File: src/rtl/flex_stp_rx_if.sv
// Serial-line and parallel-word handshake bundle for the flex_stp_rx framed receiver.
// master = the side driving the line and consuming words; slave = the receiver.
interface flex_stp_rx_if #(
   parameter int NUM_BITS = 8
);
   logic                shift_enable;
   logic                serial_in;
   logic                out_ready;
   logic                clear_errors;
   logic [NUM_BITS-1:0] parallel_out;
   logic                out_valid;
   logic                busy;
   logic                framing_error;
   logic                overrun_error;

   modport master (
      output shift_enable, serial_in, out_ready, clear_errors,
      input  parallel_out, out_valid, busy, framing_error, overrun_error
   );

   modport slave (
      input  shift_enable, serial_in, out_ready, clear_errors,
      output parallel_out, out_valid, busy, framing_error, overrun_error
   );
endinterface

File: src/rtl/flex_stp_rx.sv
// Framed serial-to-parallel receiver: start bit, NUM_BITS data bits, stop bit, then a
// one-entry valid/ready holding register with sticky framing/overrun flags.
module flex_stp_rx #(
   parameter int NUM_BITS  = 8,
   parameter bit SHIFT_MSB = 1'b1
) (
   input  logic          clk,
   input  logic          rst,
   flex_stp_rx_if.slave  bus
);
   localparam int CW = (NUM_BITS > 1) ? $clog2(NUM_BITS) : 1;
   localparam logic [CW-1:0] LAST_BIT = CW'(NUM_BITS - 1);

   typedef enum logic [1:0] {
      ST_IDLE = 2'd0,
      ST_DATA = 2'd1,
      ST_STOP = 2'd2
   } state_t;

   state_t              state_q, state_d;
   logic [CW-1:0]       cnt_q, cnt_d;
   logic [NUM_BITS-1:0] sr_q, sr_d;
   logic [NUM_BITS-1:0] pout_q, pout_d;
   logic                ovalid_q, ovalid_d;
   logic                ferr_q, ferr_d;
   logic                oerr_q, oerr_d;

   logic accept;
   assign accept = ovalid_q && bus.out_ready;

   always_comb begin
      state_d  = state_q;
      cnt_d    = cnt_q;
      sr_d     = sr_q;
      pout_d   = pout_q;
      ovalid_d = ovalid_q;
      ferr_d   = ferr_q;
      oerr_d   = oerr_q;

      if (accept) ovalid_d = 1'b0;
      // Clear first so a same-cycle error event below overrides it.
      if (bus.clear_errors) begin
         ferr_d = 1'b0;
         oerr_d = 1'b0;
      end

      if (bus.shift_enable) begin
         unique case (state_q)
            ST_IDLE: begin
               if (!bus.serial_in) begin
                  state_d = ST_DATA;
                  cnt_d   = '0;
               end
            end
            ST_DATA: begin
               if (SHIFT_MSB) sr_d = {sr_q[NUM_BITS-2:0], bus.serial_in};
               else           sr_d = {bus.serial_in, sr_q[NUM_BITS-1:1]};
               if (cnt_q == LAST_BIT) state_d = ST_STOP;
               else                   cnt_d   = cnt_q + 1'b1;
            end
            ST_STOP: begin
               state_d = ST_IDLE;
               if (!bus.serial_in) begin
                  ferr_d = 1'b1;
               end else if (!ovalid_q || bus.out_ready) begin
                  // Slot is free or being drained this cycle: a load here wins over the clear.
                  pout_d   = sr_q;
                  ovalid_d = 1'b1;
               end else begin
                  oerr_d = 1'b1;
               end
            end
            default: state_d = ST_IDLE;
         endcase
      end
   end

   always_ff @(posedge clk or posedge rst) begin
      if (rst) begin
         state_q  <= ST_IDLE;
         cnt_q    <= '0;
         sr_q     <= '1;
         pout_q   <= '1;
         ovalid_q <= 1'b0;
         ferr_q   <= 1'b0;
         oerr_q   <= 1'b0;
      end else begin
         state_q  <= state_d;
         cnt_q    <= cnt_d;
         sr_q     <= sr_d;
         pout_q   <= pout_d;
         ovalid_q <= ovalid_d;
         ferr_q   <= ferr_d;
         oerr_q   <= oerr_d;
      end
   end

   assign bus.parallel_out  = pout_q;
   assign bus.out_valid     = ovalid_q;
   assign bus.busy          = (state_q != ST_IDLE);
   assign bus.framing_error = ferr_q;
   assign bus.overrun_error = oerr_q;
endmodule

File: src/flat_wrapper.sv
// flat-port wrapper written by rule: the top's interface ports become plain ports
module flex_stp_rx_flat 
#(
   parameter int NUM_BITS  = 8,
   parameter bit SHIFT_MSB = 1'b1
)
  (clk, rst, bus_shift_enable, bus_serial_in, bus_out_ready, bus_clear_errors, bus_parallel_out, bus_out_valid, bus_busy, bus_framing_error, bus_overrun_error);
  flex_stp_rx_if #(.NUM_BITS(NUM_BITS)) bus_i ();
  input  logic clk;
  input  logic rst;
  input wire logic [$bits(bus_i.shift_enable)-1:0] bus_shift_enable;
  input wire logic [$bits(bus_i.serial_in)-1:0] bus_serial_in;
  input wire logic [$bits(bus_i.out_ready)-1:0] bus_out_ready;
  input wire logic [$bits(bus_i.clear_errors)-1:0] bus_clear_errors;
  output wire logic [$bits(bus_i.parallel_out)-1:0] bus_parallel_out;
  output wire logic [$bits(bus_i.out_valid)-1:0] bus_out_valid;
  output wire logic [$bits(bus_i.busy)-1:0] bus_busy;
  output wire logic [$bits(bus_i.framing_error)-1:0] bus_framing_error;
  output wire logic [$bits(bus_i.overrun_error)-1:0] bus_overrun_error;
  assign bus_i.shift_enable = bus_shift_enable;
  assign bus_i.serial_in = bus_serial_in;
  assign bus_i.out_ready = bus_out_ready;
  assign bus_i.clear_errors = bus_clear_errors;
  assign bus_parallel_out = bus_i.parallel_out;
  assign bus_out_valid = bus_i.out_valid;
  assign bus_busy = bus_i.busy;
  assign bus_framing_error = bus_i.framing_error;
  assign bus_overrun_error = bus_i.overrun_error;
  flex_stp_rx #(.NUM_BITS(NUM_BITS), .SHIFT_MSB(SHIFT_MSB)) u_core (.clk(clk), .rst(rst), .bus(bus_i));
endmodule
File: config.mk
export PLATFORM = sky130hd
export DESIGN_NAME = flex_stp_rx_flat
export DESIGN_NICKNAME = d
export VERILOG_FILES = /design/src/rtl/flex_stp_rx_if.sv /design/src/rtl/flex_stp_rx.sv /design/src/flat_wrapper.sv
export SDC_FILE = /design/constraint.sdc
export NUM_CORES = 1
export LEC_CHECK = 0
export BUFFER_PORTS_ARGS = -buffer_cell sky130_fd_sc_hd__clkbuf_2
export CAP_MARGIN = 20
export CORE_MARGIN = 4
export CORE_UTILIZATION = 53
export CTS_CLUSTER_DIAMETER = 80
export DETAILED_ROUTE_END_ITERATION = 6
export PLACE_DENSITY_LB_ADDON = 0.1
export RECOVER_POWER = 100
export SLEW_MARGIN = 20
export SYNTH_ARGS = -nofsm -noshare
export SYNTH_HDL_FRONTEND = slang
export SYNTH_SLANG_ARGS = --single-unit
File: constraint.sdc
create_clock -name clk -period 2.15 [get_ports clk]
set_clock_uncertainty 0.05 [all_clocks]
set_input_delay 0.3225 -clock clk [delete_from_list [all_inputs] [get_ports clk]]
set_output_delay 0.3225 -clock clk [all_outputs]
set_load 0.01 [all_outputs]
# [After elaboration in Yosys (flattened, before gate mapping)]
# Cells that the tools add are included.
[totals] register_bits=24 input_bits=6 elab_cells=44
[classes] add_sub_neg=1 n_eq_ne=6 muxes=20 n_reduce_logical=10
[op_table] operator="$mux W1" n=14
[op_table] operator="$reduce_and A4 Y1" n=2
[op_table] operator="$mux W3" n=2
[op_table] operator="$pmux W3 S2" n=1
[op_table] operator="$mux W2" n=2
[op_table] operator="$ne A2 B2 Y1 const B" n=2
[op_table] operator="$pmux W2 S2" n=1
[op_table] operator="$reduce_bool A2 Y1" n=2
[op_table] operator="$add A3 B1 Y3 const B" n=1
[op_table] operator="$eq A3 B3 Y1 const B" n=1
[op_table] operator="$reduce_and A3 Y1" n=1
[op_table] operator="$eq A2 B1 Y1 const B" n=1
[op_table] operator="$eq A2 B2 Y1 const B" n=1
[op_table] operator="$logic_not A2 Y1" n=1
[op_table] operator="$ne A2 B1 Y1 const B" n=1
[op_table] operator="$reduce_and A2 Y1" n=1
[op_table] operator="$logic_and A1 B1 Y1" n=1
[op_table] operator="$logic_not A1 Y1" n=1
[op_table] operator="$logic_or A1 B1 Y1" n=1

# [Longest topological paths before layout]
[depth] word_depth=6 depth_mapped=5 depth_no_buf=5

# [Least setup slack after synthesis]
# Ideal clock, no wire load.
[synth_path] path_type="register to register" startpoint="reg u_core.cnt_q[0]" endpoint="reg u_core.cnt_q[0]" setup_time_ns=0.125 t_arrival_ns=1.295 t_required_ns=1.975 slack_ns=0.680 stages_incl_launch_ff=6 path_buffers=0 path_cell_list="dfrtp_1 > ha_1 > ha_1 > nand2_1 > nand4b_1 > mux2_2"
[synth_between] elab_chain_cells=3 elab_cells_between_ends=6
[synth_rtl] item="start: declaration" line_no="flex_stp_rx.sv:21" text="logic [CW-1:0] cnt_q, cnt_d;"
[synth_rtl] item="start signal: assignment" line_no="flex_stp_rx.sv:89" text="cnt_q <= cnt_d;"
[synth_rtl] item="$add A3 B1 Y3 or $eq A3 B3 Y1 (tied branches)" line_no="flex_stp_rx.sv:59, flex_stp_rx.sv:58"
[synth_rtl] item="$mux W3 or $ne A2 B2 Y1 (tied branches)"
[synth_rtl] item="$pmux W3 S2 or $reduce_and A4 Y1 (tied branches)"
# Several ways; a longest one is shown, not always the timed one. The select of a mux whose other input is x is not followed.
# A chain may end at the register's enable or synchronous reset.

==> results.sh <==
export IMPL_timing_setup_tns_ns=0
export IMPL_worstPathMaxFanout=24
export IMPL_hold_viol=0
export IMPL_met3_usage=0.03438
export IMPL_netlist_instances=72
export IMPL_grt_first_pass_wirelength_um=2746
export IMPL_holdBufCountCts=1
export IMPL_vias=609
export IMPL_num_io_pins=18
export IMPL_drive_gt1_frac=0.4681
export IMPL_cts_root_buf="clkbuf_4"
export IMPL_totalWireLength_um=1529
export IMPL_multi_input_area_um2=349.1
export IMPL_fin_nets=103
export IMPL_worstPathArrival_ns=1.86
export IMPL_ir_drop_mv=0.6851
export IMPL_maxCapViolations=0
export IMPL_num_rows=15
export IMPL_seq_area_frac_synth=0.6139
export IMPL_yosys_warnings=0
export IMPL_area_growth_pct=13.99
export IMPL_fin_crit_ns=1.643
export IMPL_clk_pin_slew_ns=0.12
export IMPL_n_antenna_cell=0
export IMPL_crit_type="in2async"
export IMPL_register_area_um2=620.6
export IMPL_rsz0062_at_grt="no"
export IMPL_grt_pass1_vias=614
export IMPL_htree_levels=1
export IMPL_slew_headroom=0.2096
export IMPL_core_mm2=0.001764
export IMPL_top_usage_layer="met2"
export IMPL_die_area_mm2=0.002670
export IMPL_drv_slew=0
export IMPL_die_h_um=51.68
export IMPL_hold_path_class="in2reg"
export IMPL_place_congestion=0.7078
export IMPL_ant_nets=0
export IMPL_grt_start_max_net_pins=25
export IMPL_power_density_mw_per_mm2=997.2
export IMPL_outcome="complete, no violations"
export IMPL_ctsResizeCount=0
export IMPL_grt_use_met2=0.2331
export IMPL_avgSynthCellArea_um2=14.04
export IMPL_start_kind="primary input"
export IMPL_finalSetupViolations=0
export IMPL_synthesis_nets=80
export IMPL_wire_per_inst_um=12.85
export IMPL_fin_util=0.6532
export IMPL_hpwlAfterDp_um=1097
export IMPL_viasPerCell=5.118
export IMPL_power_leakage_nw=0.5112
export IMPL_port_buffers=17
export IMPL_post_cts_buffers=0
export IMPL_synth_cell_type_count=20
export IMPL_cts_sinks=24
export IMPL_fill_cells=161
export IMPL_cts_tree="built"
export IMPL_syn_cell_area_mm2=0.001011
export IMPL_ys_seq_elements=24
export IMPL_die_w_um=51.68
export IMPL_grt_met1_usage=0.1689
export IMPL_timing_fmax_mhz=608.6
export IMPL_worstSkewPairLatency_ns=0.31
export IMPL_grtUsageTotal=0.1471
export IMPL_first_iter_violations=1
export IMPL_firstDrtPassIters=3
export IMPL_antenna_found_initial=0
export IMPL_cts_buffer_depth=2
export IMPL_required_ns=2.37
export IMPL_worst_pin_slew_ns=1.186
export IMPL_start_util=0.5730
export IMPL_setup_worst_path_end_class="async pin"
export IMPL_cts_buffers=3
export IMPL_drc_errors=0
export IMPL_period_share=0.7642
export IMPL_grt_ovfl_total=0
kinds of logic after synthesis:
kind of cell | after synthesis | share of synthesized area
AO/OA/AOI/OAI | 3 | 0.01980
adder cells (fa/ha/maj) | 2 | 0.02475
flip-flops | 24 | 0.6139
multiplexers | 20 | 0.2191
buffers and inverters | 8 | 0.03836
AND/OR/NAND/NOR | 15 | 0.08417
where the power goes:
part / internal, W / leakage, nW / switching [W]
clock: 0.000104 / 0.0210 / 0.000132
combinational: 0.000125 / 0.217 / 0.0000929
sequential: 0.000624 / 0.273 / 0.0000720
total: 0.000852 / 0.511 / 0.000297
cells in the mapped netlist:
master	count	area, µm²
nand4b_1	2	17.52
nand2b_1	2	12.51
nor3_1	1	5.000
o32ai_1	1	8.760
o22ai_1	1	6.260
buf_6	1	11.26
nand2_2	1	6.260
nor2b_1	1	6.260
ha_1	2	25.02
mux2i_1	3	30.03
dfrtp_1	8	200.2
and2b_1	1	7.510
dfstp_2	16	420.4
or2_2	1	6.260
clkbuf_2	1	5.000
nand3_1	1	5.000
nand2_1	5	18.77
o21ai_0	1	5.000
mux2_2	17	191.4
inv_1	6	22.52
path summary, 6_finish.rpt:
check,from,to,slack [ns],depth (start not counted)
worst min-delay path,bus_clear_errors,u_core.bus.overrun_error,0.15,2
min in group asynchronous,rst,u_core.bus.framing_error,0.85,4
worst max-delay path,rst,u_core.cnt_q[2],0.51,4
worst min register to register,u_core.cnt_q[2],u_core.cnt_q[2],0.49,2
worst max register to register,u_core.cnt_q[0],u_core.cnt_q[0],0.55,5
max in group clk,u_core.state_q[1],bus_busy,0.55,2
per-layer routing:
metal	vias to the layer above	routed length [µm]
li1	292	-
met1	299	685
met2	13	727
met3	5	60
met4	0	55
met5	-	0
cells in the final DEF (no fill, tap or decap), drive strengths merged:
cell type    Yosys  layout
clkbuf           1      22
mux2            17      17
dfstp           16      16
dfrtp            8       8
nand2            6       6
inv              6       6
mux2i            3       3
nand4b           2       2
nand2b           2       2
ha               2       2
nor2b            1       1
and2b            1       1
nor3             1       1
nand3            1       1
or2              1       1
o22ai            1       1
o32ai            1       1
o21ai            1       1
dlygate4sd3      0       1
buf              1       1
registers in the layout (all words and copies together) (netlist names):
name                      cells
u_core.bus.framing_error      1
u_core.bus.out_valid          1
u_core.bus.overrun_error      1
u_core.bus.parallel_out       8
u_core.cnt_q                  3
u_core.sr_q                   8
u_core.state_q                2
critical path: stages:
cell	delay, ns
dlygate4sd3_1	0.53
clkbuf_2	0.10
inv_1	0.04
clkbuf_1	0.87
area by class of cell:
cell class,instances,share of cell area
sequential,24,0.5385
tap,25,0.02714
timing repair buffer,20,0.08035
multi-input combinational,40,0.3029
clock buffer,4,0.03149
inverter,6,0.01954
stage by stage:
stage | hold WS [ns] | instances | instance area (µm²) | setup slack, ns | power [W]
after global routing | 0.1302 | 119 | 1152 | 0.2519 | 0.001238
after CTS | 0.1290 | 119 | 1172 | 0.5318 | 0.001173
after detailed placement | 0.3126 | 114 | 1126 | 0.5659 | 0.0009337
after global placement | 0.3044 | 114 | 1126 | 0.6216 | 0.0009184
final | 0.1493 | 119 | 1152 | 0.5070 | 0.001149
after floorplan | 0.2753 | 72 | 1011 | 0.6802 | 0.0008629
(Power assumes the default switching activity.)
